===== src/rtl/tone_seq_player.sv =====
// Queued note sequencer and square-wave tone generator for the buzzer: notes arrive
// through a small FIFO and each plays for a number of beats followed by a silent gap.
module tone_seq_player #(
    parameter int unsigned CLK_HZ     = 100_000_000,
    parameter int unsigned BEAT_HZ    = 4,
    parameter int unsigned GAP_CLKS   = 2_500_000,
    parameter int unsigned FIFO_DEPTH = 8,
    parameter int unsigned DUR_W      = 4,
    parameter int unsigned HP_W       = 24
) (
    input  logic                        sys_clk,
    input  logic                        rst,
    input  logic                        note_valid,
    output logic                        note_ready,
    input  logic [5+DUR_W-1:0]          note_data,
    input  logic                        stop,
    output logic                        speaker,
    output logic                        busy,
    output logic                        beat_pulse,
    output logic [1:0]                  cur_oct,
    output logic [2:0]                  cur_deg,
    output logic [$clog2(FIFO_DEPTH):0] fifo_count
);

    localparam int unsigned BEAT_CLKS = CLK_HZ / BEAT_HZ;
    localparam int unsigned NOTE_W    = 5 + DUR_W;
    localparam int unsigned AW        = $clog2(FIFO_DEPTH);
    localparam int unsigned CW        = AW + 1;
    localparam int unsigned CNT_W     = $clog2(((2 ** DUR_W) - 1) * BEAT_CLKS) + 1;
    localparam int unsigned BC_W      = $clog2(BEAT_CLKS + 1);

    localparam logic [1:0] ST_IDLE = 2'd0;
    localparam logic [1:0] ST_LOAD = 2'd1;
    localparam logic [1:0] ST_TONE = 2'd2;
    localparam logic [1:0] ST_GAP  = 2'd3;

    generate
        if (GAP_CLKS >= BEAT_CLKS) begin : g_bad_gap
            $error("tone_seq_player: GAP_CLKS must be smaller than CLK_HZ/BEAT_HZ");
        end
        if ((FIFO_DEPTH < 2) || ((FIFO_DEPTH & (FIFO_DEPTH - 1)) != 0)) begin : g_bad_depth
            $error("tone_seq_player: FIFO_DEPTH must be a power of two and at least 2");
        end
        if ((64'(CLK_HZ / 32'd524) << 1) >= (64'd1 << HP_W)) begin : g_bad_hp_w
            $error("tone_seq_player: HP_W too narrow for the lowest-octave half-period");
        end
    endgenerate

    // Half-period in clocks for one octave/degree; degree 0 is a rest and yields 0.
    function automatic logic [HP_W-1:0] hp_lookup(input logic [1:0] oct, input logic [2:0] deg);
        logic [HP_W+1:0] mid;
        logic [HP_W+1:0] hp;
        case (deg)
            3'd1:    mid = (HP_W+2)'(CLK_HZ / 32'd524);
            3'd2:    mid = (HP_W+2)'(CLK_HZ / 32'd588);
            3'd3:    mid = (HP_W+2)'(CLK_HZ / 32'd660);
            3'd4:    mid = (HP_W+2)'(CLK_HZ / 32'd698);
            3'd5:    mid = (HP_W+2)'(CLK_HZ / 32'd784);
            3'd6:    mid = (HP_W+2)'(CLK_HZ / 32'd880);
            3'd7:    mid = (HP_W+2)'(CLK_HZ / 32'd988);
            default: mid = {(HP_W+2){1'b0}};
        endcase
        case (oct)
            2'd0:    hp = mid << 1'b1;
            2'd1:    hp = mid;
            2'd2:    hp = mid >> 1'b1;
            2'd3:    hp = mid >> 2'd2;
            default: hp = mid;
        endcase
        return hp[HP_W-1:0];
    endfunction

    logic [NOTE_W-1:0] mem_r [FIFO_DEPTH];
    logic [AW-1:0]     wr_ptr_r, rd_ptr_r;
    logic [CW-1:0]     count_r, count_next_s;
    logic              ready_r;

    logic [1:0]        state_r, state_next_s;
    logic [NOTE_W-1:0] note_r;
    logic [HP_W-1:0]   hp_last_r, hp_cnt_r, hp_last_s;
    logic [CNT_W-1:0]  note_cnt_r, tone_last_r, note_last_r;
    logic [CNT_W-1:0]  total_s, tone_last_s, note_last_s;
    logic [BC_W-1:0]   beat_cnt_r, beat_cnt_next_s;
    logic              speaker_r, beat_pulse_r, busy_r, beat_pulse_next_s;
    logic [1:0]        cur_oct_r;
    logic [2:0]        cur_deg_r;

    logic              push_s, pop_s, fifo_empty_s, gap_done_s, tone_done_s;
    logic [1:0]        oct_s;
    logic [2:0]        deg_s;
    logic [DUR_W-1:0]  dur_s;

    // Handshake, next state, occupancy, beat tracking and per-note arithmetic
    always_comb begin
        oct_s        = note_r[NOTE_W-1 -: 2];
        deg_s        = note_r[DUR_W+2:DUR_W];
        dur_s        = note_r[DUR_W-1:0];
        hp_last_s    = hp_lookup(oct_s, deg_s) - HP_W'(1'b1);
        total_s      = CNT_W'(dur_s) * CNT_W'(BEAT_CLKS);
        tone_last_s  = total_s - CNT_W'(GAP_CLKS + 32'd1);
        note_last_s  = total_s - CNT_W'(32'd1);
        push_s       = note_valid && ready_r && !stop;
        fifo_empty_s = (count_r == {CW{1'b0}});
        gap_done_s   = (state_r == ST_GAP) && (note_cnt_r == note_last_r);
        tone_done_s  = (state_r == ST_TONE) && (note_cnt_r == tone_last_r);
        pop_s        = !stop && !fifo_empty_s && ((state_r == ST_IDLE) || gap_done_s);
        state_next_s = ST_IDLE;
        if (stop) begin
            state_next_s = ST_IDLE;
            count_next_s = {CW{1'b0}};
        end else begin
            count_next_s = count_r + CW'(push_s) - CW'(pop_s);
            case (state_r)
                ST_IDLE: state_next_s = pop_s ? ST_LOAD : ST_IDLE;
                ST_LOAD: state_next_s = (dur_s == {DUR_W{1'b0}}) ? ST_IDLE : ST_TONE;
                ST_TONE: state_next_s = tone_done_s ? ST_GAP : ST_TONE;
                ST_GAP: begin
                    if (gap_done_s) begin
                        state_next_s = pop_s ? ST_LOAD : ST_IDLE;
                    end else begin
                        state_next_s = ST_GAP;
                    end
                end
                default: state_next_s = ST_IDLE;
            endcase
        end
        case (state_r)
            ST_TONE, ST_GAP: begin
                if (beat_cnt_r == BC_W'(BEAT_CLKS - 32'd1)) begin
                    beat_cnt_next_s = {BC_W{1'b0}};
                end else begin
                    beat_cnt_next_s = beat_cnt_r + BC_W'(1'b1);
                end
            end
            default: beat_cnt_next_s = {BC_W{1'b0}};
        endcase
        beat_pulse_next_s = ((state_next_s == ST_TONE) || (state_next_s == ST_GAP)) &&
                            (beat_cnt_next_s == BC_W'(BEAT_CLKS - 32'd1));
    end

    // Queue pointers, occupancy and flow-control flag; stop flushes like reset
    always_ff @(posedge sys_clk) begin
        if (rst || stop) begin
            wr_ptr_r <= {AW{1'b0}};
            rd_ptr_r <= {AW{1'b0}};
            count_r  <= {CW{1'b0}};
            ready_r  <= 1'b1;
        end else begin
            if (push_s) wr_ptr_r <= wr_ptr_r + AW'(1'b1);
            if (pop_s)  rd_ptr_r <= rd_ptr_r + AW'(1'b1);
            count_r <= count_next_s;
            ready_r <= (count_next_s != CW'(FIFO_DEPTH));
        end
    end

    // Queue storage; occupancy alone decides which entries are meaningful
    always_ff @(posedge sys_clk) begin
        if (push_s) mem_r[wr_ptr_r] <= note_data;
    end

    // Note sequencer: load, tone generation, gap and status outputs
    always_ff @(posedge sys_clk) begin
        if (rst) begin
            state_r      <= ST_IDLE;
            note_r       <= {NOTE_W{1'b0}};
            hp_last_r    <= {HP_W{1'b0}};
            hp_cnt_r     <= {HP_W{1'b0}};
            note_cnt_r   <= {CNT_W{1'b0}};
            tone_last_r  <= {CNT_W{1'b0}};
            note_last_r  <= {CNT_W{1'b0}};
            beat_cnt_r   <= {BC_W{1'b0}};
            speaker_r    <= 1'b0;
            beat_pulse_r <= 1'b0;
            busy_r       <= 1'b0;
            cur_oct_r    <= 2'd0;
            cur_deg_r    <= 3'd0;
        end else begin
            state_r      <= state_next_s;
            beat_cnt_r   <= beat_cnt_next_s;
            beat_pulse_r <= beat_pulse_next_s;
            busy_r       <= (state_next_s != ST_IDLE) || (count_next_s != {CW{1'b0}});
            if (pop_s) note_r <= mem_r[rd_ptr_r];
            if (stop) begin
                speaker_r  <= 1'b0;
                cur_oct_r  <= 2'd0;
                cur_deg_r  <= 3'd0;
                hp_cnt_r   <= {HP_W{1'b0}};
                note_cnt_r <= {CNT_W{1'b0}};
            end else begin
                case (state_r)
                    ST_LOAD: begin
                        hp_last_r   <= hp_last_s;
                        tone_last_r <= tone_last_s;
                        note_last_r <= note_last_s;
                        hp_cnt_r    <= {HP_W{1'b0}};
                        note_cnt_r  <= {CNT_W{1'b0}};
                        speaker_r   <= 1'b0;
                        if ((dur_s != {DUR_W{1'b0}}) && (deg_s != 3'd0)) begin
                            cur_oct_r <= oct_s;
                            cur_deg_r <= deg_s;
                        end
                    end
                    ST_TONE: begin
                        note_cnt_r <= note_cnt_r + CNT_W'(1'b1);
                        if (hp_cnt_r == hp_last_r) begin
                            hp_cnt_r  <= {HP_W{1'b0}};
                            speaker_r <= (deg_s != 3'd0) ? ~speaker_r : 1'b0;
                        end else begin
                            hp_cnt_r <= hp_cnt_r + HP_W'(1'b1);
                        end
                        // The gap starts silent even if a toggle lands on the last tone cycle
                        if (tone_done_s) begin
                            speaker_r <= 1'b0;
                            cur_oct_r <= 2'd0;
                            cur_deg_r <= 3'd0;
                        end
                    end
                    ST_GAP: begin
                        note_cnt_r <= note_cnt_r + CNT_W'(1'b1);
                        speaker_r  <= 1'b0;
                    end
                    default: begin
                        speaker_r <= 1'b0;
                        cur_oct_r <= 2'd0;
                        cur_deg_r <= 3'd0;
                    end
                endcase
            end
        end
    end

    assign note_ready = ready_r;
    assign speaker    = speaker_r;
    assign busy       = busy_r;
    assign beat_pulse = beat_pulse_r;
    assign cur_oct    = cur_oct_r;
    assign cur_deg    = cur_deg_r;
    assign fifo_count = count_r;

endmodule


===== config.mk =====
export PLATFORM = sky130hd
export DESIGN_NAME = tone_seq_player
export DESIGN_NICKNAME = d
export VERILOG_FILES = /design/src/rtl/tone_seq_player.sv
export SDC_FILE = /design/constraint.sdc
export NUM_CORES = 1
export LEC_CHECK = 0
export CAP_MARGIN = 40
export CORE_MARGIN = 2
export CORE_UTILIZATION = 41
export CTS_CLUSTER_DIAMETER = 40
export DETAILED_ROUTE_END_ITERATION = 6
export PLACE_DENSITY = 0.66
export SLEW_MARGIN = 20
export SYNTH_ARGS = -nofsm -noshare
export SYNTH_HDL_FRONTEND = slang
export SYNTH_SLANG_ARGS = --single-unit
export TNS_END_PERCENT = 10

===== constraint.sdc =====
create_clock -name sys_clk -period 5.2 [get_ports sys_clk]
set_input_delay 1.04 -clock sys_clk [delete_from_list [all_inputs] [get_ports sys_clk]]
set_output_delay 1.04 -clock sys_clk [all_outputs]
set_load 0.01 [all_outputs]

# Word level (Yosys, flattened, before mapping)
# Memories as Yosys holds them, arrays and structs flattened. A register that Yosys moved wholly into a read port is not among the register bits.
# Cells that the tools add are included.
# totals
register_bits	184
latchBits	0
mem_bits_rw	72
romBits	0
input_bits	13
wordCells	107
n_memories	1
# memory_table
name	depth	width	rd	rd_clocked_by_memory_dff	write_ports	line	source
mem_r	8	9	1	1	1	73	logic [NOTE_W-1:0] mem_r [FIFO_DEPTH];
# classes
add_sub_neg	10
mul	1
n_div	0
magnitude_cmp	0
eq_ne	23
shift	0
mux	23
bitwise_logic	4
reduce_logical	29
# ops
op	count
one-hot mux 18 bit (7 select lines)	1
one-hot mux 24 bit (4 select lines)	1
== test 30 bit	2
one-hot mux 30 bit (2 select lines)	1
== test 25 bit, second input constant	2
two-way mux 25 bit	2
one-hot mux 24 bit (2 select lines)	1
adder 30 x 1 -> 30 bit, second input constant	1
subtractor 29 x 1 -> 30 bit, second input constant	1
subtractor 29 x 22 -> 30 bit, second input constant	1
adder 25 x 1 -> 25 bit, second input constant	1
adder 24 x 1 -> 24 bit, second input constant	1
== test 24 bit	1
two-way mux 24 bit	1
subtractor 24 x 1 -> 24 bit, second input constant	1
multiplier 4 x 19 -> 23 bit, second input constant	1
== test 2 bit, second input constant	6
== test 3 bit, second input constant	4
two-way mux 2 bit	5
one-hot mux 3 bit (3 select lines)	1
logical AND 1 bit	8
zero test 4 bit	2
one-hot mux 2 bit (4 select lines)	1
nonzero test 4 bit	2
22 further kinds	42

# Longest topological paths before layout
# Gate-level depths: netlist (run 1).
# logic_depth
depth_word	11
depth_mapped	16

# Worst setup path after synthesis (run 1)
# Ideal clock, no wire load.
# synth_path
kind	reg2reg
start	register note_r[0], read port of mem_r
end	register tone_last_r[28]
arrival_ns	4.077
required_time_ns	5.080
setup_slack_ns	1.004
stages_incl_launch_ff	15
path_buffers	2
period_less_slack_ns	4.196
cell_sequence	dfxtp_1 -> clkbuf_1 -> inv_1 -> fa_1 -> inv_1 -> ha_1 -> buf_2 -> and2_1 -> a2111o_1 -> a22oi_2 -> xor2_2 -> nand4_2 -> nor4_1 -> nand2b_1 -> a211o_1
# synth_between
elab_chain_cells	2
# synth_lines
element	line	source
from (decl)	79	logic [NOTE_W-1:0] note_r;
multiplier 4 x 19 -> 23 bit	99	total_s = CNT_W'(dur_s) * CNT_W'(BEAT_CLKS);
subtractor 29 x 22 -> 30 bit	100	tone_last_s = total_s - CNT_W'(GAP_CLKS + 32'd1);
to (signal assigned)	169	tone_last_r <= {CNT_W{1'b0}};
to (signal assigned)	193	tone_last_r <= tone_last_s;
to (decl)	81	logic [CNT_W-1:0] note_cnt_r, tone_last_r, note_last_r;
# No other way between the ends.
# A chain may end at the register's enable or synchronous reset.

# Worst setup path in the final report (run 1)
# layout_path
start	register note_r[3], read port of mem_r
end	register tone_last_r[28]
# The elaborated chain is that of the path after synthesis.

==> results of run 1 <==
[metal layers]
layer / part of all wire (%) / global-route usage (%) / wire, um / vias up
met2: 46 / 30.3 / 14800 / 253
met4: 2.9 / 5.74 / 936 / 2
met1: 46 / 25.0 / 14900 / 5145
met3: 4.6 / 3.22 / 1490 / 68
met5: 0.040 / 0 / 13 / -
li1: - / - / - / 5350
[flip-flops by register name, indices dropped and copies added (netlist names)]
register / cells
note_last_r: 25
rd_ptr_r: 3
fifo_count: 4
note_cnt_r: 30
mem_r: 72
cur_oct: 2
tone_last_r: 22
note_r: 9
hp_cnt_r: 24
state_r: 2
cur_deg: 3
beat_cnt_r: 25
wr_ptr_r: 3
beat_pulse: 1
busy: 1
hp_last_r: 24
note_ready: 1
speaker: 1
[cell usage after synthesis (24+ instances only)]
master	count	area share [%]
sky130_fd_sc_hd__inv_1	34	0.93
sky130_fd_sc_hd__a21oi_1	93	3.4
sky130_fd_sc_hd__nor2_1	197	5.4
sky130_fd_sc_hd__nand4_1	32	1.5
sky130_fd_sc_hd__dfxtp_1	180	26
sky130_fd_sc_hd__edfxtp_1	72	16
sky130_fd_sc_hd__o21ai_0	68	2.5
sky130_fd_sc_hd__and3_1	24	1.1
sky130_fd_sc_hd__ha_1	43	3.9
sky130_fd_sc_hd__nand2_1	121	3.3
sky130_fd_sc_hd__xnor2_1	96	6.2
sky130_fd_sc_hd__xor2_1	57	3.7
sky130_fd_sc_hd__a211oi_1	39	2.1
sky130_fd_sc_hd__nor3_1	39	1.4
sky130_fd_sc_hd__nand3_1	32	1.2
sky130_fd_sc_hd__clkbuf_1	72	2.0
[stage by stage]
stage | util [%] | hold WS (ps)
finish | 48.0 | 457
global placement | 43.6 | 441
detailed placement | 44.0 | 449
global route | 48.0 | 482
CTS | 48.0 | 456
floorplan | - | 436
[power breakdown]
part           switching (uW)  internal, uW
registers                81.3          2100
clock network             971          1630
logic                    1550           992
total                    2610          4720
[logic make-up (layout without fill, tap and decap cells)]
kind of cell               Yosys count  count (layout)
muxes                               32              32
and+or+nand+nor                    566             566
xor gates and xnor gates           156             156
buffers and inverters              122             156
DFF                                252             252
adders and majority gates           52              52
AOI/OAI and AO/OA                  300             300
[worst min-delay path: cells and delay by family, from the launching register on]
| family | cells | cell delay [ps] |
|---|---|---|
| AOI/OAI and AO/OA | 1 | 50 |
| and+or+nand+nor | 1 | 50 |
| DFF | 1 | 310 |
[layout make-up]
type | instances | area share, %
flip-flops and latches | 252 | 36.7
inverters | 35 | 0.837
multi-input cells | 1106 | 47.5
clock buffers | 42 | 6.41
clock inverters | 27 | 1.95
repair buffers | 52 | 3.04
well taps | 442 | 3.52
[final timing paths]
kind | to | start | cells past startpoint | slack [ps]
max | tone_last_r[28] | note_r[3] | 12 | 560
min | cur_deg[2] | cur_deg[2] | 2 | 460
max reg2reg | tone_last_r[28] | note_r[3] | 12 | 560
min reg2reg | cur_deg[2] | cur_deg[2] | 2 | 460
==> impl_metrics.env, run 1 <==
export IMPL_critical_path_slowest_cell="sky130_fd_sc_hd__a2111oi_4"
export IMPL_cts_max_path_buffers=3
export IMPL_post_synth_xor_area_fraction_pct=10.3
export IMPL_clock_sinks=252
export IMPL_cts_resized=0
export IMPL_slew_violations=0
export IMPL_floorplan_io_pins=26
export IMPL_ys_ff_latch=252
export IMPL_irDropWorstVdd_v=0.000332
export IMPL_finalClockSkew_ps=38.0
export IMPL_design_power_total_uw=7330
export IMPL_die_h_um=187
export IMPL_synthesis_area_um2=13700
export IMPL_slew_at_the_pin_with_the_worst_max_slew_slack_ps=791
export IMPL_setup_tns_final_ps=0
export IMPL_yosys_area_share_simple_pct=20.2
export IMPL_yosys_mux_area_fraction_pct=4.01
export IMPL_clock_latency_ps=530
export IMPL_unrepaired_setup_endpoints_after_global_routing="no"
export IMPL_placementRows=66
export IMPL_synth_nets=1545
export IMPL_starting_density_pct=41.8
export IMPL_firstDrtPassIters=6
export IMPL_num_antenna_cells=0
export IMPL_finalHoldViolations=0
export IMPL_timing_final_ws_setup_ps=562
export IMPL_power_density_nw_per_um2=467
export IMPL_hold_buffers=0
export IMPL_proportion_of_synthesized_chip_area_in_sequential_cells_pct=42.2
export IMPL_max_cap_viols=0
export IMPL_most_common_layout_cells="sky130_fd_sc_hd__nor2_1, sky130_fd_sc_hd__dfxtp_1, sky130_fd_sc_hd__nand2_1"
export IMPL_cts_post_setup_buffers_inserted=0
export IMPL_synthAdderAreaFrac_pct=5.26
export IMPL_clock_tree_htree_level_count=2
export IMPL_cp_data_required_time_ps=5610
export IMPL_postSynth_topFlopCell="sky130_fd_sc_hd__dfxtp_1"
export IMPL_average_wire_length_per_cell_after_detail_routing_um=16.5
export IMPL_grt_max_degree=50
export IMPL_yosys_warnings=0
export IMPL_timing_final_crit_share_pct=89.2
export IMPL_fin_cells=1956
export IMPL_asyncSetResetFlopFracSynth_pct=0
export IMPL_syn_area_per_cell_um2=9.23
export IMPL_syn_inst=1480
export IMPL_multiInputGateArea_um2=7460
export IMPL_route_final_wire_length_mm=32.2
export IMPL_hold_class="flop to flop"
export IMPL_critPathTopFamily="adder cells"
export IMPL_launching_element_type_of_the_critical_path="flop"
export IMPL_dpl_cell_count=1886
export IMPL_vias_in_the_first_global_route=10200
export IMPL_gp_congestion=0.880
export IMPL_route_antenna_remaining_nets=0
export IMPL_portBuffers=25
export IMPL_synth_compound_area_share_pct=14.6
export IMPL_grt_antenna_before_repair=1
export IMPL_worstSetupEndpointType="flop"
export IMPL_cts_inserted_buffers=38
export IMPL_postLayoutCellArea_um2=15700
export IMPL_timing_final_crit_period_ps=4640
export IMPL_critical_path_most_common_cell="sky130_fd_sc_hd__fa_1"
export IMPL_final_fill_count=3083
export IMPL_die_x_um=187
export IMPL_register_area_um2=5770
export IMPL_count_of_flip_flops_with_a_built_in_enable_after_synthesis=72
export IMPL_post_place_ws_ps=641
export IMPL_area_growth_pct=15.0
export IMPL_cts_tree="yes"
export IMPL_die_area_um2=34800
export IMPL_drt_first_iter_violations=721
export IMPL_ratio_of_cells_with_drive_above_1_in_the_final_layout_pct=9.45
export IMPL_path_max_fanout=10
export IMPL_fp_coreArea_um2=32700
export IMPL_detailed_placement_wirelength_estimate_mm=22.8
export IMPL_remaining_drc_errors=0
export IMPL_placedInstanceArea_um2=14400
export IMPL_cp_cell_sequence="fa_1 > inv_1 > fa_1 > fa_1 > nand2b_1 > a211oi_2 > o2111ai_1 > mux2_2 > a2111oi_4 > nor4_1 > and3b_1 > a211o_1"
export IMPL_gr_total_overflow=0
export IMPL_yosys_cell_types_count=85
export IMPL_cts_clk_slew_worst_paths_ps=60
export IMPL_vias=10800
export IMPL_most_common_library_cell_in_the_layout_ignoring_fill_and_taps="sky130_fd_sc_hd__nor2_1"
export IMPL_run_status="complete, no violations"
export IMPL_biggest_cell_delay_along_the_critical_path_ps=570
export IMPL_crit_arrival_ps=5050
export IMPL_clock_fmax_ghz=0.216
export IMPL_buffers_and_inverters_on_the_worst_path=1
export IMPL_num_nets_final=1550
export IMPL_grt_resource_usage_total_pct=18.5
export IMPL_viasPerCell=5.53
export IMPL_grt_first_pass_wirelength_mm=53.3
export IMPL_main_combinational_cell_family_by_area_after_synthesis="simple AND/OR/NAND/NOR gates"
export IMPL_finalSetupViolCount=0
export IMPL_type_of_the_worst_setup_path="flop to flop"
export IMPL_worst_slew_margin_rel_pct=47.0
export IMPL_clockRootBuffer="sky130_fd_sc_hd__clkbuf_16"
export IMPL_power_leakage_uw=0.00545
Power figures use the tool's default switching activity.
==> run 2: changes to the inputs <==
Settings changed: PLACE_DENSITY 0.66 to unset, PLACE_DENSITY_LB_ADDON set to 0.15, SLEW_MARGIN 20 to 30.
==> impl_metrics.env, run 2 (synthesized netlist as in run 1, its figures left out) <==
export IMPL_finalSetupViolCount=0
export IMPL_die_h_um=187
export IMPL_run_status="complete, no violations"
export IMPL_reg2reg_setup_slack_ps=690
export IMPL_max_cap_viols=0
export IMPL_worst_slew_margin_rel_pct=45.1
export IMPL_vias_in_the_first_global_route=10200
export IMPL_clock_sinks=252
export IMPL_critical_path_most_common_cell="sky130_fd_sc_hd__fa_1"
export IMPL_clock_latency_ps=530
export IMPL_average_wire_length_per_cell_after_detail_routing_um=16.9
export IMPL_hold_class="flop to flop"
export IMPL_detailed_placement_wirelength_estimate_mm=23.5
export IMPL_cts_clk_slew_worst_paths_ps=60
export IMPL_launching_element_type_of_the_critical_path="flop"
export IMPL_irDropWorstVdd_v=0.000313
export IMPL_whs_ps=463
export IMPL_hold_buffers=0
export IMPL_grt_first_pass_wirelength_mm=53.6
export IMPL_viasPerCell=5.44
export IMPL_r2r_end="tone_last_r[28]"
export IMPL_cp_data_required_time_ps=5620
export IMPL_worstHoldStart="cur_deg[2]"
export IMPL_portBuffers=25
export IMPL_vias=10700
export IMPL_grt_antenna_before_repair=0
export IMPL_gr_total_overflow=0
export IMPL_route_final_wire_length_mm=33.2
export IMPL_gp_congestion=0.824
export IMPL_largest_registers="mem_r (72), note_cnt_r (30)"
export IMPL_slew_violations=0
export IMPL_floorplan_io_pins=26
export IMPL_power_density_nw_per_um2=480
export IMPL_die_x_um=187
export IMPL_unrepaired_setup_endpoints_after_global_routing="no"
export IMPL_remaining_drc_errors=0
export IMPL_fp_coreArea_um2=32700
export IMPL_crit_arrival_ps=4930
export IMPL_clock_fmax_ghz=0.222
export IMPL_cts_tree="yes"
export IMPL_type_of_the_worst_setup_path="flop to flop"
export IMPL_cts_max_path_buffers=3
export IMPL_die_area_um2=34800
export IMPL_finalHoldViolations=0
export IMPL_firstDrtPassIters=5
export IMPL_num_nets_final=1556
export IMPL_critical_path_slowest_cell="sky130_fd_sc_hd__fa_1"
export IMPL_max_ffs_per_register=72
export IMPL_route_antenna_remaining_nets=0
export IMPL_critical_path_reg2reg_startpoint="note_r[3]"
export IMPL_max_flop_register="mem_r"
export IMPL_timing_reg2reg_worst_path_depth=12
export IMPL_hold_path_depth=2
export IMPL_timing_final_crit_period_ps=4510
export IMPL_grt_resource_usage_total_pct=18.7
export IMPL_dr_wl_met3_mm=1.35
export IMPL_dr_wl_met2_mm=15.2
export IMPL_starting_density_pct=41.8
export IMPL_cts_post_setup_buffers_inserted=0
export IMPL_min_delay_worst_endpoint="cur_deg[2]"
export IMPL_finalClockSkew_ps=13.7
export IMPL_timing_final_crit_share_pct=86.8
export IMPL_most_common_layout_cells="sky130_fd_sc_hd__nor2_1, sky130_fd_sc_hd__dfxtp_1, sky130_fd_sc_hd__nand2_1"
export IMPL_cp_cell_sequence="fa_1 > inv_1 > fa_1 > fa_1 > nand2b_1 > a211oi_2 > o2111ai_1 > mux2_2 > a2111oi_4 > nor4_1 > and3b_1 > a211o_1"
export IMPL_worstSetupEndpointType="flop"
export IMPL_clock_tree_htree_level_count=2
export IMPL_setup_tns_final_ps=0
export IMPL_drt_first_iter_violations=612
export IMPL_slew_at_the_pin_with_the_worst_max_slew_slack_ps=823
export IMPL_path_max_fanout=10
export IMPL_top_layer_reached_by_signal_wires="met4"
export IMPL_grt_max_degree=67
export IMPL_placementRows=66
export IMPL_route_layer_met1_wl_mm=15.9
export IMPL_ratio_of_cells_with_drive_above_1_in_the_final_layout_pct=9.80
export IMPL_biggest_cell_delay_along_the_critical_path_ps=530
export IMPL_area_growth_pct=16.1
export IMPL_cts_resized=0
export IMPL_clockRootBuffer="sky130_fd_sc_hd__clkbuf_16"
export IMPL_power_leakage_uw=0.00555
export IMPL_num_antenna_cells=0
export IMPL_most_common_library_cell_in_the_layout_ignoring_fill_and_taps="sky130_fd_sc_hd__nor2_1"
export IMPL_cts_inserted_buffers=41
[run 2: cell types whose count changed in the layout (fill, tap and decap cells not counted), moves of 2 or more]
cell and change:
sky130_fd_sc_hd__clkbuf_16 +5, sky130_fd_sc_hd__clkinv_2 +5, sky130_fd_sc_hd__clkinvlp_4 -5, sky130_fd_sc_hd__buf_8 -4
sky130_fd_sc_hd__buf_2 +3, sky130_fd_sc_hd__buf_6 +3, sky130_fd_sc_hd__bufinv_16 +2, sky130_fd_sc_hd__clkbuf_8 +2
sky130_fd_sc_hd__clkinv_1 -2, sky130_fd_sc_hd__inv_6 -2, sky130_fd_sc_hd__inv_8 -2, sky130_fd_sc_hd__nor3_1 +2
sky130_fd_sc_hd__nor3_2 -2
[run 2: worst max-delay path by stage]
stage                         start         endpoint  slack, ps  cells past startpoint
after floorplan           note_r[0]  tone_last_r[28]       1000                     14
after global placement    note_r[3]  tone_last_r[28]        780                     12
after detailed placement  note_r[3]  tone_last_r[28]        680                     11
after CTS                 note_r[3]  note_last_r[28]        660                     11
after global routing      note_r[3]  note_last_r[28]        310                     11
final                     note_r[3]  tone_last_r[28]        690                     12
[run 2: routing by layer]
| layer | vias to the layer above | track usage [%] |
|---|---|---|
| met3 | 52 | 2.97 |
| met1 | 5074 | 25.8 |
| met4 | 0 | 5.37 |
| met5 | - | 0 |
| met2 | 192 | 30.4 |
| li1 | 5369 | - |
[run 2: worst max-delay path, delay by kind of cell, from the launching register on]
family,cells,cell delay [ps]
simple gates,3,550
buf+inv,1,130
flops,1,510
fa+ha+maj,3,1470
mux,1,330
compound gates,4,1400
[run 2: final cells by class]
cell class                 instances  area, um^2
tap                              442         553
fill                            3182       16800
clock buffer                      50        1160
inverter                          35         131
multi-input combinational       1106        7460
sequential                       252        5770
clock inverter                    23         299
timing repair buffer              55         487
[run 2: power by group]
group	switching [uW]	internal, uW	leakage, uW
Clock	968	1890	0.000724
Combinational	1550	999	0.00273
Sequential	98.8	2100	0.00210
[run 2: per-stage QoR]
step / std cells / power, uW / area [um^2] / utilization [%] / setup WS, ps
floorplan: 1480 / 4180 / 13700 / - / 1000
global placement: 1878 / 4760 / 14300 / 43.7 / 780
detailed placement: 1887 / 4770 / 14400 / 44.0 / 680
CTS: 1960 / 7670 / 15800 / 48.4 / 664
global route: 1963 / 8060 / 15900 / 48.5 / 312
finish: 1963 / 7620 / 15900 / 48.5 / 686
